$ cat config.mk
export PLATFORM = sky130hd
export DESIGN_NAME = hazard_controller
export DESIGN_NICKNAME = d
export VERILOG_FILES = /design/src/rtl/hazard_controller.sv
export SDC_FILE = /design/constraint.sdc
export NUM_CORES = 1
export LEC_CHECK = 0
export CAP_MARGIN = 15
export CORE_MARGIN = 1
export CORE_UTILIZATION = 50
export DETAILED_ROUTE_END_ITERATION = 16
export GPL_TIMING_DRIVEN = 0
export MAX_ROUTING_LAYER = met4
export PLACE_DENSITY = 0.79
export SLEW_MARGIN = 40
export SYNTH_ARGS = -nofsm -noshare
export SYNTH_HDL_FRONTEND = slang
export SYNTH_SLANG_ARGS = --single-unit
$ cat constraint.sdc
create_clock -name i_clk -period 3.27 [get_ports i_clk]
set_clock_uncertainty 0.05 [all_clocks]
set_input_delay 0.4905 -clock i_clk [delete_from_list [all_inputs] [get_ports i_clk]]
set_output_delay 0.4905 -clock i_clk [all_outputs]
set_load 0.1 [all_outputs]
$ cat src/rtl/hazard_controller.sv
// Purpose: pipeline sequencing for the 5-stage core. Inserts load-use bubbles, flushes wrong-path fetches on taken branches, and freezes the pipe during data-memory waits.
// Latency: control outputs are combinational from the current state and inputs (zero cycles). Sequencing state advances on the rising edge of i_clk.
// Backpressure: a memory wait overrides everything below reset. Branch and hazard inputs are ignored while frozen, and a pending load stall resumes afterwards.
//
// Ports:
//   i_clk, i_rst_n                 clock, synchronous active-low reset
//   i_ID_rs1/rs2, i_ID_UsesRs1/2   source operands of the ID instruction
//   i_EX_rd, i_EX_MemRead          destination and load flag of the EX instruction
//   i_EX_BranchTaken               EX resolved a taken branch/jump
//   i_MEM_DataReq/DataReady        data-memory handshake of the MEM stage
//   o_PCWrite, o_IFIDWrite         front-end register enables
//   o_IFIDFlush, o_IDEXBubble      wrong-path clear / bubble insertion
//   o_PipeFreeze                   hold back-end registers, suppress writeback
//   o_MemTimeout                   sticky memory-wait timeout flag
//   o_StallCycles                  count of cycles with o_PCWrite low
module hazard_controller #(
  parameter int LOAD_USE_BUBBLES = 1,
  parameter int MEM_TIMEOUT      = 255
) (
  input  logic        i_clk,
  input  logic        i_rst_n,
  input  logic [4:0]  i_ID_rs1,
  input  logic [4:0]  i_ID_rs2,
  input  logic        i_ID_UsesRs1,
  input  logic        i_ID_UsesRs2,
  input  logic [4:0]  i_EX_rd,
  input  logic        i_EX_MemRead,
  input  logic        i_EX_BranchTaken,
  input  logic        i_MEM_DataReq,
  input  logic        i_MEM_DataReady,
  output logic        o_PCWrite,
  output logic        o_IFIDWrite,
  output logic        o_IFIDFlush,
  output logic        o_IDEXBubble,
  output logic        o_PipeFreeze,
  output logic        o_MemTimeout,
  output logic [31:0] o_StallCycles
);

  typedef enum logic [1:0] {
    S_RUN        = 2'd0,
    S_LOAD_STALL = 2'd1,
    S_MEM_WAIT   = 2'd2
  } state_t;

  // Remaining bubbles after the detecting cycle.
  localparam logic [1:0] LP_BCNT_INIT = 2'(LOAD_USE_BUBBLES - 1);
  localparam logic [7:0] LP_TIMEOUT   = 8'(MEM_TIMEOUT);

  state_t      r_state;
  logic        r_ret;        // 1: LOAD_STALL was interrupted by the wait
  logic [1:0]  r_bcnt;
  logic [7:0]  r_wcnt;
  logic        r_timeout;
  logic [31:0] r_stall_cnt;

  state_t      w_state_nxt;
  state_t      w_eff_state;
  logic        w_ret_nxt;
  logic [1:0]  w_bcnt_nxt;
  logic [7:0]  w_wcnt_nxt;
  logic        w_timeout_set;
  logic        w_hz;
  logic        w_mw;

  assign w_hz = i_EX_MemRead && (i_EX_rd != 5'd0) &&
                ((i_ID_UsesRs1 && (i_ID_rs1 == i_EX_rd)) ||
                 (i_ID_UsesRs2 && (i_ID_rs2 == i_EX_rd)));

  assign w_mw = i_MEM_DataReq && !i_MEM_DataReady;

  // Once the wait ends, the cycle behaves as if we were already back in the
  // saved state, so the release cycle itself can branch, stall or run.
  assign w_eff_state = (r_state == S_MEM_WAIT) ? (r_ret ? S_LOAD_STALL : S_RUN)
                                               : r_state;

  // State register and counters
  always_ff @(posedge i_clk) begin
    if (!i_rst_n) begin
      r_state     <= S_RUN;
      r_ret       <= 1'b0;
      r_bcnt      <= 2'd0;
      r_wcnt      <= 8'd0;
      r_timeout   <= 1'b0;
      r_stall_cnt <= 32'd0;
    end else begin
      r_state <= w_state_nxt;
      r_ret   <= w_ret_nxt;
      r_bcnt  <= w_bcnt_nxt;
      r_wcnt  <= w_wcnt_nxt;
      if (w_timeout_set) begin
        r_timeout <= 1'b1;
      end
      if (!o_PCWrite) begin
        r_stall_cnt <= r_stall_cnt + 32'd1;
      end
    end
  end

  // Next-state logic
  always_comb begin
    w_state_nxt   = r_state;
    w_ret_nxt     = r_ret;
    w_bcnt_nxt    = r_bcnt;
    w_wcnt_nxt    = r_wcnt;
    w_timeout_set = 1'b0;
    if (w_mw) begin
      if (r_state == S_MEM_WAIT) begin
        w_wcnt_nxt = (r_wcnt == 8'hFF) ? r_wcnt : r_wcnt + 8'd1;
      end else begin
        w_ret_nxt   = (r_state == S_LOAD_STALL);
        w_wcnt_nxt  = 8'd1;
        w_state_nxt = S_MEM_WAIT;
      end
      // wcnt counts wait cycles including this one
      w_timeout_set = (w_wcnt_nxt == LP_TIMEOUT);
    end else begin
      w_state_nxt = w_eff_state;
      if (i_EX_BranchTaken) begin
        w_state_nxt = S_RUN;
        w_bcnt_nxt  = 2'd0;
      end else if (w_eff_state == S_LOAD_STALL) begin
        w_bcnt_nxt  = (r_bcnt == 2'd0) ? 2'd0 : r_bcnt - 2'd1;
        w_state_nxt = (r_bcnt <= 2'd1) ? S_RUN : S_LOAD_STALL;
      end else if (w_hz && (LOAD_USE_BUBBLES > 1)) begin
        w_bcnt_nxt  = LP_BCNT_INIT;
        w_state_nxt = S_LOAD_STALL;
      end
    end
  end

  // Output logic
  always_comb begin
    o_PCWrite    = 1'b1;
    o_IFIDWrite  = 1'b1;
    o_IFIDFlush  = 1'b0;
    o_IDEXBubble = 1'b0;
    o_PipeFreeze = 1'b0;
    if (!i_rst_n) begin
      o_PCWrite    = 1'b0;
      o_IFIDWrite  = 1'b0;
      o_IFIDFlush  = 1'b1;
      o_IDEXBubble = 1'b1;
    end else if (w_mw) begin
      o_PCWrite    = 1'b0;
      o_IFIDWrite  = 1'b0;
      o_PipeFreeze = 1'b1;
    end else if (i_EX_BranchTaken) begin
      o_IFIDFlush  = 1'b1;
      o_IDEXBubble = 1'b1;
    end else if ((w_eff_state == S_LOAD_STALL) || w_hz) begin
      o_PCWrite    = 1'b0;
      o_IFIDWrite  = 1'b0;
      o_IDEXBubble = 1'b1;
    end
  end

  assign o_MemTimeout  = r_timeout;
  assign o_StallCycles = r_stall_cnt;

endmodule

==> results_dict.tcl, run 1 <==
set metrics [dict create \
    status "finished, final reports clean" \
    synth.most_common_cell "dfxtp_1" \
    dp_hpwl_mm 4.69 \
    clockBufferDepth 2 \
    htreeDepth 2 \
    ys_ff_latch 46 \
    vias 2655 \
    fmax_mhz 317 \
    dieArea_sq_mm 0.00531 \
    crit_type "input pin to output port" \
    postSynthNetCount 345 \
    slowest_delay_ns 0.57 \
    whs_ns 0.419 \
    rsz0062_at_grt "false" \
    synthFlopType "dfxtp_1" \
    rows 25 \
    synth_edf_count 0 \
    synth_area_sq_mm 0.00251 \
    p_leak_nw 1.10 \
    rr_worst_depth 7 \
    synth_cell_types 46 \
    grt_pass1_wl_mm 10.5 \
    ys_seq_area_share_pct 36.7 \
    yosysTopAreaCell "dfxtp_1" \
    p_switching_mw 0.287 \
    die_h_microns 72.9 \
    max_slew.worst_pin.slew_ns 0.574 \
    cts_sinks 46 \
    antennaDiodeCount 0 \
    avgViaCountPerCell 5.85 \
    drtAntennaViolNets 0 \
    grt_start_max_net_pins 20 \
    io_pins 61 \
    core_area_sq_mm 0.00479 \
    min_path_cells 2 \
    grt_use_total_pct 26.0 \
    synth_top_cell_area_share_pct 36.7 \
    setup_viol 0 \
    postCtsHoldBufs 0 \
    drtPass1Iterations 5 \
    wl_mm 6.42 \
    grt_pass1_vias 2323 \
    start_util_pct 52.5 \
    yosys-top-cells-area "dfxtp_1 (37%), a21oi_1 (7.2%), o21ai_0 (5.6%)" \
    period_share_pct 96.3 \
    slew_violations 0 \
    p_int_mw 0.788 \
    p_seq_share_pct 52.8 \
    setup_tns_ns 0 \
    yosys-top-cells-count "dfxtp_1 (46), a21oi_1 (36), o21ai_0 (28)" \
    worstHoldEndpoint "o_MemTimeout$_SDFFE_PN0P_" \
    reg2reg_to "o_StallCycles[19]$_SDFFE_PN0N_" \
    slew_headroom_pct 61.8 \
    clock_latency_ns 0.30 \
    area_delta_synth_final_pct 24.4 \
    numPortBuffers 60 \
    timing_hold_violations_final 0 \
    gr-usage-met3_pct 4.97 \
    cts-root-buf "clkbuf_8" \
    drt_first_iter_violations 179 \
    fillCellCount 456 \
    place_congestion 0.831 \
    worst_path_max_delay_cell "or4_1" \
    r2r_slack_ns 0.87 \
    route.detailed.drc 0 \
    critPathCaptureType "output port" \
    p_comb_share_pct 13.8 \
    antenna_found_initial 0 \
    crit_required_ns 2.73 \
    worstHoldStart "o_MemTimeout$_SDFFE_PN0P_" \
    met2_usage_pct 43.9 \
    hp-class "flop to flop" \
    irDropWorstVdd_mv 0.234 \
    sw_frac_of_total_pct 26.7 \
    top_usage_layer "met2" \
    drive_above_1_share_pct 16.0 \
    cts_tree "yes" \
    die_x_microns 72.9 \
    synth-async-reset-ratio_pct 0 \
    power_density_mw_per_mm2 344 \
    path_cells "clkdlybuf4s50_1 -> or4_1 -> o21ai_2 -> nor2_1 -> a21oi_4 -> buf_6 -> and2_4 -> buf_4 -> buf_8" \
    netlist_instances 320 \
    clkPwrFrac_pct 33.5 \
    use_met1_pct 31.4 \
    cp-start-kind "input pin" \
    cts_inserted_buffers 5 \
    avgSynthCellArea_sq_um 7.85 \
    detail_route.wl_per_cell_microns 14.1 \
    yosys_warnings 0 \
    maxCapViolations 0 \
    cts.clk_slew.worst_paths_ns 0.08 \
    crit_arrival_ns 2.61 \
    cp_max_fo 19 \
    layout.nets 411 \
    r2r_start "r_state[1]$_SDFFE_PN0P_" \
    layout_min_cycle_time_ns 3.15 \
    overflow 0 \
]
==> logic make-up (layout without fill, tap and decap cells) <==
family	after synthesis	after routing	share of synthesized area, %
mux	1	1	0.399
buf+inv	25	92	4.58
flops	46	46	36.7
fa+ha+maj	2	2	0.996
simple gates	138	138	30.7
xor+xnor	13	13	4.53
compound gates	95	95	22.1
==> critical path: cells and delay by family <==
kind / cells / cell delay, ns
simple gates: 3 / 0.82
buf+inv: 4 / 0.97
compound gates: 2 / 0.34
==> timing repair <==
item / CTS / global route
pin swaps: 1 / 0
hold endpoints to repair: 0 / 0
setup endpoints to repair: 2 / 2
gates cloned: 0 / 0
setup buffers: 1 / 0
gates resized for setup: 5 / 2
==> metal layers <==
layer	vias up	wire length, microns
met2	86	3180
met4	0	57
met3	7	333
li1	1322	-
met5	-	0
met1	1240	2840
==> state kept, by name (all words and copies together), names as in the netlist <==
register,flops
r_wcnt,8
r_ret,1
o_MemTimeout,1
r_bcnt,2
o_StallCycles,32
r_state,2
==> placed cells by master, fill, tap and decap left out, types with 13 or more instances in the layout <==
| master | instances |
|---|---|
| dfxtp_1 | 46 |
| buf_2 | 37 |
| a21oi_1 | 36 |
| o21ai_0 | 27 |
| nand2_1 | 25 |
| nor2_1 | 23 |
| clkdlybuf4s50_1 | 22 |
| or3_1 | 17 |
| nand4_1 | 14 |
| nand3_1 | 14 |
| clkbuf_1 | 13 |
==> how the worst max path moves through the flow <==
stage                          from           end  slack [ns]  depth (start not counted)
CTS                      i_EX_rd[1]     o_PCWrite        0.07                          9
finish                   i_EX_rd[1]     o_PCWrite        0.12                          9
floorplan           i_MEM_DataReady  o_IDEXBubble      -0.004                          4
detailed placement       i_EX_rd[1]     o_PCWrite       -0.66                         10
global route             i_EX_rd[1]     o_PCWrite        0.02                          9
global placement         i_EX_rd[1]     o_PCWrite       -1.34                         10
==> layout make-up <==
type                       count  area [sq um]  share of cell area, %
multi-input combinational    249          1490                   47.7
sequential                    46           921                   29.5
timing repair buffer          61           430                   13.8
clock buffer                   7          86.3                   2.76
tap                           67          83.8                   2.68
buffer                        16          80.1                   2.56
inverter                       7          26.3                  0.841
clock inverter                 1          5.00                  0.160
==> through the flow <==
step           setup slack (ns)  power, mW  instance area, sq um  utilization (%)  std cells
2_1_floorplan          -0.00429      0.672                  2520                -        320
3_3_place_gp              -1.34      0.728                  3200             66.9        447
3_5_place_dp             -0.657      0.724                  3010             62.9        447
4_1_cts                  0.0707       1.09                  3120             65.2        455
5_1_grt                  0.0173       1.12                  3120             65.3        454
6_report                  0.120       1.07                  3120             65.3        454
==> power groups by stage <==
stage / sequential, mW / combinational, mW / clock [mW]
6_report: 0.567 / 0.148 / 0.360
5_1_grt: 0.568 / 0.159 / 0.395
4_1_cts: 0.567 / 0.147 / 0.371
3_5_place_dp: 0.580 / 0.144 / 0
3_3_place_gp: 0.580 / 0.148 / 0
2_1_floorplan: 0.593 / 0.0796 / 0
(Power assumes the default switching activity.)
==> run 2: changes to the inputs <==
--- a/config.mk
+++ b/config.mk
@@ -12,6 +12,7 @@
 export GPL_TIMING_DRIVEN = 0
 export MAX_ROUTING_LAYER = met4
 export PLACE_DENSITY = 0.79
+export RECOVER_POWER = 50
 export SLEW_MARGIN = 40
 export SYNTH_ARGS = -nofsm -noshare
 export SYNTH_HDL_FRONTEND = slang
==> results_dict.tcl, run 2 (synthesis results as in run 1) <==
set metrics [dict create \
    status "finished, final reports clean" \
    dieArea_sq_mm 0.00531 \
    final_cells 454 \
    power_density_mw_per_mm2 350 \
    hp-class "flop to flop" \
    p_leak_nw 0.955 \
    overflow 0 \
    clockBufferDepth 2 \
    wl_mm 6.43 \
    drtAntennaViolNets 0 \
    placedInstanceArea_sq_mm 0.00301 \
    numPortBuffers 60 \
    grt_pass1_wl_mm 10.5 \
    slew_headroom_pct 21.4 \
    layout_min_cycle_time_ns 3.15 \
    detail_route.wl_per_cell_microns 14.2 \
    cts_sinks 46 \
    htreeDepth 2 \
    critPathCaptureType "output port" \
    fillCellCount 477 \
    drt_first_iter_violations 157 \
    crit_arrival_ns 2.61 \
    setup_ws_ns 0.121 \
    layout.nets 411 \
    worstHoldStart "o_MemTimeout$_SDFFE_PN0P_" \
    rows 25 \
    min_path_cells 2 \
    largest_reg_flops 32 \
    final_area_sq_mm 0.00308 \
    start_util_pct 52.5 \
    rsz0062_at_grt "false" \
    fmax_mhz 318 \
    cts.clk_slew.worst_paths_ns 0.08 \
    startpoint "i_EX_rd[1]" \
    rr_worst_depth 7 \
    pre_cts_slack_ns -0.657 \
    place_congestion 0.831 \
    cp_max_fo 19 \
    antenna_found_initial 0 \
    vias 2707 \
    grt_start_max_net_pins 20 \
    grt_pass1_vias 2323 \
    maxCapViolations 0 \
    die_h_microns 72.9 \
    die_x_microns 72.9 \
    post-place-cells 447 \
    period_share_pct 96.3 \
    cts-root-buf "clkbuf_8" \
    whs_ns 0.425 \
    setup_tns_ns 0 \
    slew_violations 0 \
    cts_tree "yes" \
    crit_required_ns 2.73 \
    drtPass1Iterations 5 \
    irDropWorstVdd_mv 0.234 \
    route.detailed.drc 0 \
    dp_hpwl_mm 4.69 \
    crit_type "input pin to output port" \
    drive_above_1_share_pct 7.24 \
    grt_use_total_pct 26.0 \
    area_delta_synth_final_pct 22.7 \
    cp-start-kind "input pin" \
    max_slew.worst_pin.slew_ns 1.18 \
    timing_hold_violations_final 0 \
    antennaDiodeCount 0 \
    setup_viol 0 \
    r2r_start "r_state[1]$_SDFFE_PN0P_" \
    core_area_sq_mm 0.00479 \
    clock_latency_ns 0.30 \
    cts_inserted_buffers 5 \
    io_pins 61 \
    layout_common_cells "clkbuf_1 (46), dfxtp_1 (46), a21oi_1 (36)" \
    avgViaCountPerCell 5.96 \
]
-- run 2: cell count changes in the layout (fill, tap and decap cells not counted) --
cell | previous run | this run
and2_0 | 0 | 1
nor2_1 | 23 | 24
and2_1 | 4 | 3
buf_2 | 37 | 4
clkdlybuf4s50_1 | 22 | 21
nor2_2 | 1 | 0
dlygate4sd3_1 | 0 | 1
clkbuf_1 | 13 | 46
-- run 2: worst max-delay path: stages --
cell and delay, ns:
clkdlybuf4s50_1 0.47, or4_1 0.57, o21ai_2 0.17, nor2_1 0.09, a21oi_4 0.17, buf_6 0.19
and2_4 0.16, buf_4 0.11, buf_8 0.19
-- run 2: repair_timing --
action,in CTS,in global routing
hold buffers,0,0
pin swaps,1,0
resized for setup,5,2
setup endpoints to repair,2,2
setup buffers,1,0
-- run 2: metal layers --
layer  track usage, %  vias to the layer above  routed length (microns)
met5                -                        -                        0
met4             8.06                        0                       87
met3             4.97                        9                      359
met2             43.9                      100                     3170
met1             31.4                     1273                     2820
li1                 -                     1325                        -
-- run 2: area by class of cell --
| cell class | instances | area, sq um | share of cell area (%) |
|---|---|---|---|
| multi-input cells | 249 | 1490 | 48.3 |
| flip-flops and latches | 46 | 921 | 29.9 |
| repair buffers | 61 | 389 | 12.6 |
| clock buffers | 7 | 86.3 | 2.80 |
| well taps | 67 | 83.8 | 2.72 |
| plain buffers | 16 | 80.1 | 2.60 |
| inverters | 7 | 26.3 | 0.853 |
| clock inverters | 1 | 5.00 | 0.162 |
-- run 2: report_power, final --
part	leakage, nW	internal, mW	switching, mW
Combinational	0.536	0.0532	0.0936
Clock	0.0482	0.171	0.193
Sequential	0.371	0.563	0.00442
-- run 2: through the flow --
| step | power, mW | utilization, % |
|---|---|---|
| 2_1_floorplan | 0.672 | - |
| 3_3_place_gp | 0.728 | 66.9 |
| 3_5_place_dp | 0.724 | 62.9 |
| 4_1_cts | 1.09 | 65.2 |
| 5_1_grt | 1.12 | 64.4 |
| 6_report | 1.08 | 64.4 |
-- run 2: worst paths after layout --
kind / end / slack (ns)
worst min-delay path: o_MemTimeout$_SDFFE_PN0P_ / 0.42
worst max-delay path: o_PCWrite / 0.12
worst min register to register: o_MemTimeout$_SDFFE_PN0P_ / 0.42
worst max register to register: o_StallCycles[19]$_SDFFE_PN0N_ / 0.84
